### src/rtl/bpuf_multibit_ctrl.sv
// Multi-bit BPUF sequencer: ring-reset / settle / sample per challenge slice over a bank of cells.
// Optional BPUF_MAJ_VOTE_EN: each bit is evaluated three times and resolved by majority.
module bpuf_cell (
    input  logic clk,
    input  logic rst_n,
    input  logic excite,
    output logic q
);
    logic q_q;
    always_ff @(posedge clk or negedge rst_n) begin
        if (!rst_n) q_q <= 1'b0;
        else        q_q <= excite;
    end
    assign q = q_q;
endmodule

module bpuf_multibit_ctrl #(
    parameter int CELLS        = 10,
    parameter int RESP_BITS    = 8,
    parameter int RING_RST_CYC = 4,
    parameter int SETTLE_CYC   = 16
) (
    input  logic                       clk,
    input  logic                       rst_n,
    input  logic                       start,
    input  logic [CELLS*RESP_BITS-1:0] chal,
    output logic                       busy,
    output logic                       resp_valid,
    input  logic                       resp_ready,
    output logic [RESP_BITS-1:0]       resp
);
    localparam int CW = $clog2((RING_RST_CYC > SETTLE_CYC) ? RING_RST_CYC : SETTLE_CYC) + 1;
    localparam int KW = $clog2(RESP_BITS) + 1;

    typedef enum logic [2:0] {S_IDLE, S_RRST, S_APPLY, S_SAMPLE, S_DONE} state_t;

    state_t                          state_q, state_d;
    logic [RESP_BITS-1:0][CELLS-1:0] chal_q, chal_d;
    logic [CW-1:0]                   cnt_q, cnt_d;
    logic [KW-1:0]                   k_q, k_d;
    logic [RESP_BITS-1:0]            resp_q, resp_d;
    logic                            busy_q, busy_d;
    logic                            resp_valid_q, resp_valid_d;
    logic [CELLS-1:0]                excite_q, excite_d;
    logic [CELLS-1:0]                cell_q, sync1_q, sync2_q;
    logic [CELLS-1:0]                slice;
    logic                            sample;
    logic                            bit_val;
    logic                            last_eval;
`ifdef BPUF_MAJ_VOTE_EN
    logic [1:0]                      vote_cnt_q, vote_cnt_d;
    logic [1:0]                      ones_q, ones_d;
`endif

    for (genvar i = 0; i < CELLS; i++) begin : g_cell
        bpuf_cell u_cell (.clk(clk), .rst_n(rst_n), .excite(excite_q[i]), .q(cell_q[i]));
    end

    assign sample = ^sync2_q;

    always_comb begin
        slice = '0;
        for (int i = 0; i < RESP_BITS; i++)
            if (k_q == KW'(i)) slice = chal_q[i];
    end

`ifdef BPUF_MAJ_VOTE_EN
    assign last_eval = (vote_cnt_q == 2'd2);
    assign bit_val   = ones_q[1] | (ones_q[0] & sample);
`else
    assign last_eval = 1'b1;
    assign bit_val   = sample;
`endif

    always_comb begin
        state_d      = state_q;
        chal_d       = chal_q;
        cnt_d        = cnt_q;
        k_d          = k_q;
        resp_d       = resp_q;
        busy_d       = busy_q;
        resp_valid_d = resp_valid_q;
        excite_d     = excite_q;
`ifdef BPUF_MAJ_VOTE_EN
        vote_cnt_d   = vote_cnt_q;
        ones_d       = ones_q;
`endif
        case (state_q)
            S_IDLE: begin
                excite_d = '0;
                if (start) begin
                    chal_d  = chal;
                    k_d     = '0;
                    resp_d  = '0;
                    cnt_d   = CW'(RING_RST_CYC - 1);
                    busy_d  = 1'b1;
                    state_d = S_RRST;
                end
            end
            S_RRST: begin
                if (cnt_q == '0) begin
                    cnt_d    = CW'(SETTLE_CYC - 1);
                    excite_d = slice;
                    state_d  = S_APPLY;
                end else begin
                    cnt_d = cnt_q - CW'(1);
                end
            end
            S_APPLY: begin
                if (cnt_q == '0) state_d = S_SAMPLE;
                else             cnt_d   = cnt_q - CW'(1);
            end
            S_SAMPLE: begin
                excite_d = '0;
                cnt_d    = CW'(RING_RST_CYC - 1);
                state_d  = S_RRST;
`ifdef BPUF_MAJ_VOTE_EN
                vote_cnt_d = last_eval ? 2'd0 : vote_cnt_q + 2'd1;
                ones_d     = last_eval ? 2'd0 : ones_q + {1'b0, sample};
`endif
                if (last_eval) begin
                    for (int i = 0; i < RESP_BITS; i++)
                        if (k_q == KW'(i)) resp_d[i] = bit_val;
                    if (k_q == KW'(RESP_BITS - 1)) begin
                        resp_valid_d = 1'b1;
                        state_d      = S_DONE;
                    end else begin
                        k_d = k_q + KW'(1);
                    end
                end
            end
            S_DONE: begin
                excite_d = '0;
                if (resp_ready) begin
                    resp_valid_d = 1'b0;
                    busy_d       = 1'b0;
                    state_d      = S_IDLE;
                end
            end
            default: state_d = S_IDLE;
        endcase
    end

    always_ff @(posedge clk or negedge rst_n) begin
        if (!rst_n) begin
            state_q      <= S_IDLE;
            chal_q       <= '0;
            cnt_q        <= '0;
            k_q          <= '0;
            resp_q       <= '0;
            busy_q       <= 1'b0;
            resp_valid_q <= 1'b0;
            excite_q     <= '0;
            sync1_q      <= '0;
            sync2_q      <= '0;
`ifdef BPUF_MAJ_VOTE_EN
            vote_cnt_q   <= '0;
            ones_q       <= '0;
`endif
        end else begin
            state_q      <= state_d;
            chal_q       <= chal_d;
            cnt_q        <= cnt_d;
            k_q          <= k_d;
            resp_q       <= resp_d;
            busy_q       <= busy_d;
            resp_valid_q <= resp_valid_d;
            excite_q     <= excite_d;
            sync1_q      <= cell_q;
            sync2_q      <= sync1_q;
`ifdef BPUF_MAJ_VOTE_EN
            vote_cnt_q   <= vote_cnt_d;
            ones_q       <= ones_d;
`endif
        end
    end

    assign busy       = busy_q;
    assign resp_valid = resp_valid_q;
    assign resp       = resp_q;
endmodule

### config.mk
export PLATFORM = sky130hd
export DESIGN_NAME = bpuf_multibit_ctrl
export DESIGN_NICKNAME = d
export VERILOG_FILES = /design/src/rtl/bpuf_multibit_ctrl.sv
export SDC_FILE = /design/constraint.sdc
export NUM_CORES = 1
export LEC_CHECK = 0
export BUFFER_PORTS_ARGS = -buffer_cell sky130_fd_sc_hd__buf_2
export CAP_MARGIN = 5
export CORE_MARGIN = 5
export CORE_UTILIZATION = 45
export DETAILED_ROUTE_END_ITERATION = 10
export PLACE_DENSITY = 0.68
export SETUP_SLACK_MARGIN = 0.5
export SLEW_MARGIN = 5
export SYNTH_ARGS = -nofsm -noshare
export SYNTH_HDL_FRONTEND = slang
export SYNTH_SLANG_ARGS = --single-unit
### constraint.sdc
create_clock -name clk -period 1.87 [get_ports clk]
set_input_delay 0.2805 -clock clk [delete_from_list [all_inputs] [get_ports clk]]
set_output_delay 0.2805 -clock clk [all_outputs]
set_load 0.01 [all_outputs]
After elaboration in Yosys (flattened, before gate mapping)
Cells that the tools add are included.
- bits in registers: 142
- output and inout port bits: 10
- input port bits: 84
- logic and storage cells: 124
- add/sub/neg operators: 2
- multiplexer cells: 38
- reductions and logical operators: 25
- eq/ne operators: 25
- operator list (kind ; count):
    10-bit two-way mux ; 9
    3-bit AND reduction ; 12
    2-bit != test (second input constant) ; 14
    10-bit case mux with 2 select lines ; 1
    5-bit case mux with 4 select lines ; 1
    4-bit by 3-bit == test with 1-bit output (second input constant) ; 4
    8-bit case mux with 2 select lines ; 1
    3-bit two-way mux ; 5
    5-bit two-way mux ; 3
    3-bit case mux with 5 select lines ; 1
    1-bit two-way mux ; 11
    10-bit XOR reduction ; 1
    4-bit by 2-bit == test with 1-bit output (second input constant) ; 2
    4-bit two-way mux ; 2
    8-bit two-way mux ; 1
    4-bit case mux with 2 select lines ; 1
    2-bit nonzero test ; 4
    3-bit by 2-bit == test with 1-bit output (second input constant) ; 2
    5-bit logical NOT ; 1
    5-bit by 1-bit subtractor with 5-bit output (second input constant) ; 1
    4-bit by 1-bit adder with 4-bit output (second input constant) ; 1
    4-bit by 1-bit == test with 1-bit output (second input constant) ; 1
    4-bit logical NOT ; 1
    1-bit case mux with 2 select lines ; 2
    7 further kinds ; 8

Depth between registers and ports, before layout
- depth in word-level cells: 11
- gate-level depth with buffers: 9

Modules after synthesis
A second synthesis with hierarchy kept.
- cells, all modules: 476
- area, all modules: 6102.1 µm²
- modules (own cells, without submodules) (module ; area an instance (µm²) ; times used ; cells each ; seq. area each (µm²)):
    bpuf_multibit_ctrl ; 5851.9 ; 1 ; 466 ; 3303.2
    bpuf_cell ; 25.0 ; 10 ; 1 ; 25.0

Worst setup path before layout
OpenSTA, ideal clock, no wires.
- kind: flip-flop to flip-flop
- start: register k_q[0]
- end: register excite_q[2]
- slack: 5 ps
- period minus slack after synthesis: 1865 ps
- arrival time: 1744 ps
- data required time: 1749 ps
- cell stages (with the launch flop): 9
- library setup time: 121 ps
- path through: dfrtp_1 -> ha_1 -> buf_2 -> nor2b_1 -> nor2b_1 -> clkbuf_1 -> a221oi_1 -> o22ai_1 -> a22o_1
- word-level cells in the longest chain between the ends: 11
- RTL lines (item ; RTL line ; source):
    start, declared ; 40 ; logic [KW-1:0] k_q, k_d;
    start signal, assigned ; 164 ; k_q <= k_d;
    4-bit logical NOT ; 64 ; if (k_q == KW'(i)) slice = chal_q[i];
    10-bit two-way mux (7 in series) ; 64 ;
    10-bit two-way mux * ; 64 ;
    10-bit two-way mux * ; 101 ; if (cnt_q == '0) begin
    10-bit case mux with 2 select lines * ; 88 ; case (state_q)
    end signal, assigned ; 168 ; excite_q <= excite_d;
    end, declared ; 44 ; logic [CELLS-1:0] excite_q, excite_d;
Mark *: on every way between the ends. The rest lies on a longest branch, timed or not. The select of a mux whose other input is x is not followed.
A chain may end at the register's enable or synchronous reset.

Final worst setup path
- start: register k_q[1]
- end: register excite_q[0]
The elaborated chain is that of the path after synthesis.

==> impl_metrics.yaml <==
final_layout:
  drive_gt1_share_pct: 56.1
  syn_to_final_growth_pct: 54.5
  nets: 810
  num_antenna_cells: 0
synthesis:
  synth-seq-cells: 142
  yosysTopAreaCellShare_pct: 57.7
  post-synth-top-count-cell: "dfrtp_1"
  synthesis.instances: 547
  synth_area_leader_cell: "dfrtp_1"
  synthTopCellsByArea: "dfrtp_1 (58%), mux2_2 (12%), a21oi_1 (5.0%), o21ai_0 (4.1%), nand2_1 (2.4%)"
  ys_async_sr_fraction_pct: 100
  ys_seq_area_share_pct: 57.7
  syn_nets: 636
  ys.warnings.count: 0
  synth_common_cells: "dfrtp_1 (142), mux2_2 (63), a21oi_1 (61)"
  syn-cell-area_um2: 6160
  avgSynthCellArea_um2: 11.3
  synth_edf_count: 0
  synth-main-ff-cell: "dfrtp_1"
  yosysUniqueCellTypes: 48
setup_path:
  cp-start-kind: "register"
  worstPathCellList: "inv_2 > ha_4 > buf_8 > a21oi_1 > o21ai_1 > a221oi_2 > o22ai_1 > a22o_1"
  critPathLaunch: "k_q[1]$_DFFE_PN0P_"
  r2r_cells: 8
  cpPeakStageDelay_ns: 0.46
  reg2reg_from: "k_q[1]$_DFFE_PN0P_"
  worstSetupEndpointType: "register"
  crit_type: "register to register"
  cp_slowest_cell: "dfrtp_2"
  critPathMaxFanout: 7
  cp.arrival_ns: 2.30
  worstPathRequired_ns: 2.19
timing:
  fin_crit_ns: 1.97
  fin_crit_sh_pct: 106
  fin_worst_skew_ns: 0.00669
  setup_ws_ns: -0.105
  max_freq_mhz: 506
  timing.slew.headroom_pct: 68.5
  tightest_slew_ns: 0.473
  final-setup-viol-count: 9
  grt_setup_unrepaired: "true"
  slew_viol_final: 0
  hold_viol: 0
  fin_tns_setup_ns: -0.326
grt:
  grt_pass1_wl_um: 29300
  grt_max_degree: 50
  grt_util_all_layers_pct: 23.7
  grt_pass1_vias: 5368
  overflow: 0
  antenna_found_initial: 0
power:
  p_switching_mw: 6.05
  switching_share_pct: 36.1
  finalPower_mw: 16.7
  p_leak_nw: 4.37
  p_int_mw: 10.7
  ir_worst_vdd_mv: 0.909
  powerDensity_nw_per_um2: 1760
  p_seq_share_pct: 33.1
  p_comb_share_pct: 46.6
  p_clk_share_pct: 20.3
placed_design:
  portBuffers: 93
  post-place-ws_ns: -0.0950
  hpwlAfterDp_um: 11500
  gp_congestion: 0.921
status:
  status: "finished with violations"
  violations: "setup timing"
clock_network:
  root_buffer: "clkbuf_16"
  clk_latency_ns: 0.43
  clk_path_buf_depth: 2
  clock_sinks: 142
  cts_tree: "done"
  cts-htree-levels: 4
  numCtsBuffers: 17
  clkTransAtPathRegs_ns: 0.06
die:
  die_w_um: 127
  initial_core_util_pct: 46.1
  num_rows: 42
  ios: 94
  core-area_um2: 13300
  dieHeight_um: 127
  die-area_um2: 16100
route:
  drt_iter0_drc: 499
  drt-total-wl_um: 20400
  ant_nets: 0
  vias_per_cell: 5.86
  drt_pre_antenna_iters: 5
  vias: 5334
  drc_errors: 0
  wl_per_cell_um: 22.5
worst_hold_path:
  holdPathStages: 3
  worstHoldStart: "chal[61]"
  hp-class: "primary input to register"
job:
  maxCapViolations: 0
## through the flow
stage,util [%],instances,instance area (um2),hold WS (ns)
floorplan,-,547,6380,-0.0151
global placement,54.1,814,7220,0.147
detailed placement,54.1,814,7220,0.148
CTS,66.3,889,8850,0.0456
global route,71.3,910,9510,0.0512
finish,71.3,910,9510,0.0689
## registers in the layout, summed over array words and instances, names as in the netlist
register         count
busy                 1
chal_q              80
cnt_q                5
excite_q            10
g_cell.u_cell.q     10
k_q                  4
resp                 8
resp_valid           1
state_q              3
sync1_q             10
sync2_q             10
## cell families after synthesis
logic type	Yosys count	share of synthesized area, %
AND/OR/NAND/NOR	106	8.31
buffers and inverters	59	4.10
multiplexers	65	11.9
XOR/XNOR	8	1.36
AO/OA/AOI/OAI	162	15.6
flip-flops	142	57.7
adder cells (fa/ha/maj)	5	1.02
## layer usage
layer  part of all wire (%)  wire, um  vias up  track usage (%)
met5                      0         0        -                0
met1                     39      8030     2657             30.3
met4                    3.9       794        0             8.77
met2                     50     10200      310             39.2
met3                    7.1      1450       78             6.01
li1                       -         -     2289                -
## worst paths after layout
| path | end | slack, ns |
|---|---|---|
| hold / removal | chal_q[61]$_DFFE_PN0P_ | 0.07 |
| max in group asynchronous | k_q[1]$_DFFE_PN0P_ | 0.93 |
| hold reg to reg | sync2_q[1]$_DFF_PN0_ | 0.35 |
| setup / recovery | excite_q[0]$_DFFE_PN0P_ | -0.10 |
| setup reg to reg | excite_q[0]$_DFFE_PN0P_ | -0.10 |
| min in group asynchronous | chal_q[24]$_DFFE_PN0P_ | 0.27 |
## critical path, delay by kind of cell, from the launching register on
family / cells / cell delay (ns)
DFF: 1 / 0.46
buffers and inverters: 2 / 0.24
AOI/OAI and AO/OA: 5 / 0.95
adders and majority gates: 1 / 0.21
## power groups by stage
stage	logic (mW)	registers, mW	clock network (mW)
2_1_floorplan	3.47	5.03	0
3_3_place_gp	4.60	5.38	0
3_5_place_dp	4.76	5.42	0
4_1_cts	6.41	5.44	3.43
5_1_grt	8.19	5.65	3.57
6_report	7.80	5.54	3.40
## layout make-up
class,count,area (um2)
clock inverter,9,109
fill,839,3830
clock buffer,23,488
sequential,142,3560
timing repair buffer,190,1740
inverter,23,90.1
tap,176,220
multi-input combinational,347,3300
## placed cells by master, fill, tap and decap left out, types with 8 or more instances in the layout
cell type	count
buf_6	19
a21oi_2	14
o21ai_2	28
inv_1	18
nor2_1	29
buf_4	42
dfrtp_1	136
nand2_1	19
a22o_1	8
mux2_4	62
o21a_1	9
clkbuf_16	19
nand2_4	10
o21ai_1	13
a221oi_2	8
buf_12	18
buf_8	9
a21oi_1	42
buf_2	92
## timing repair
action / in CTS / in global routing
setup endpoints to repair: 109 / 111
hold buffers: 1 / 0
gates cloned: 8 / 2
resized for setup: 148 / 130
buffers inserted: 34 / 19
endpoints found under the hold margin: 20 / 0
pin swaps: 23 / 33
(Power assumes the default switching activity.)
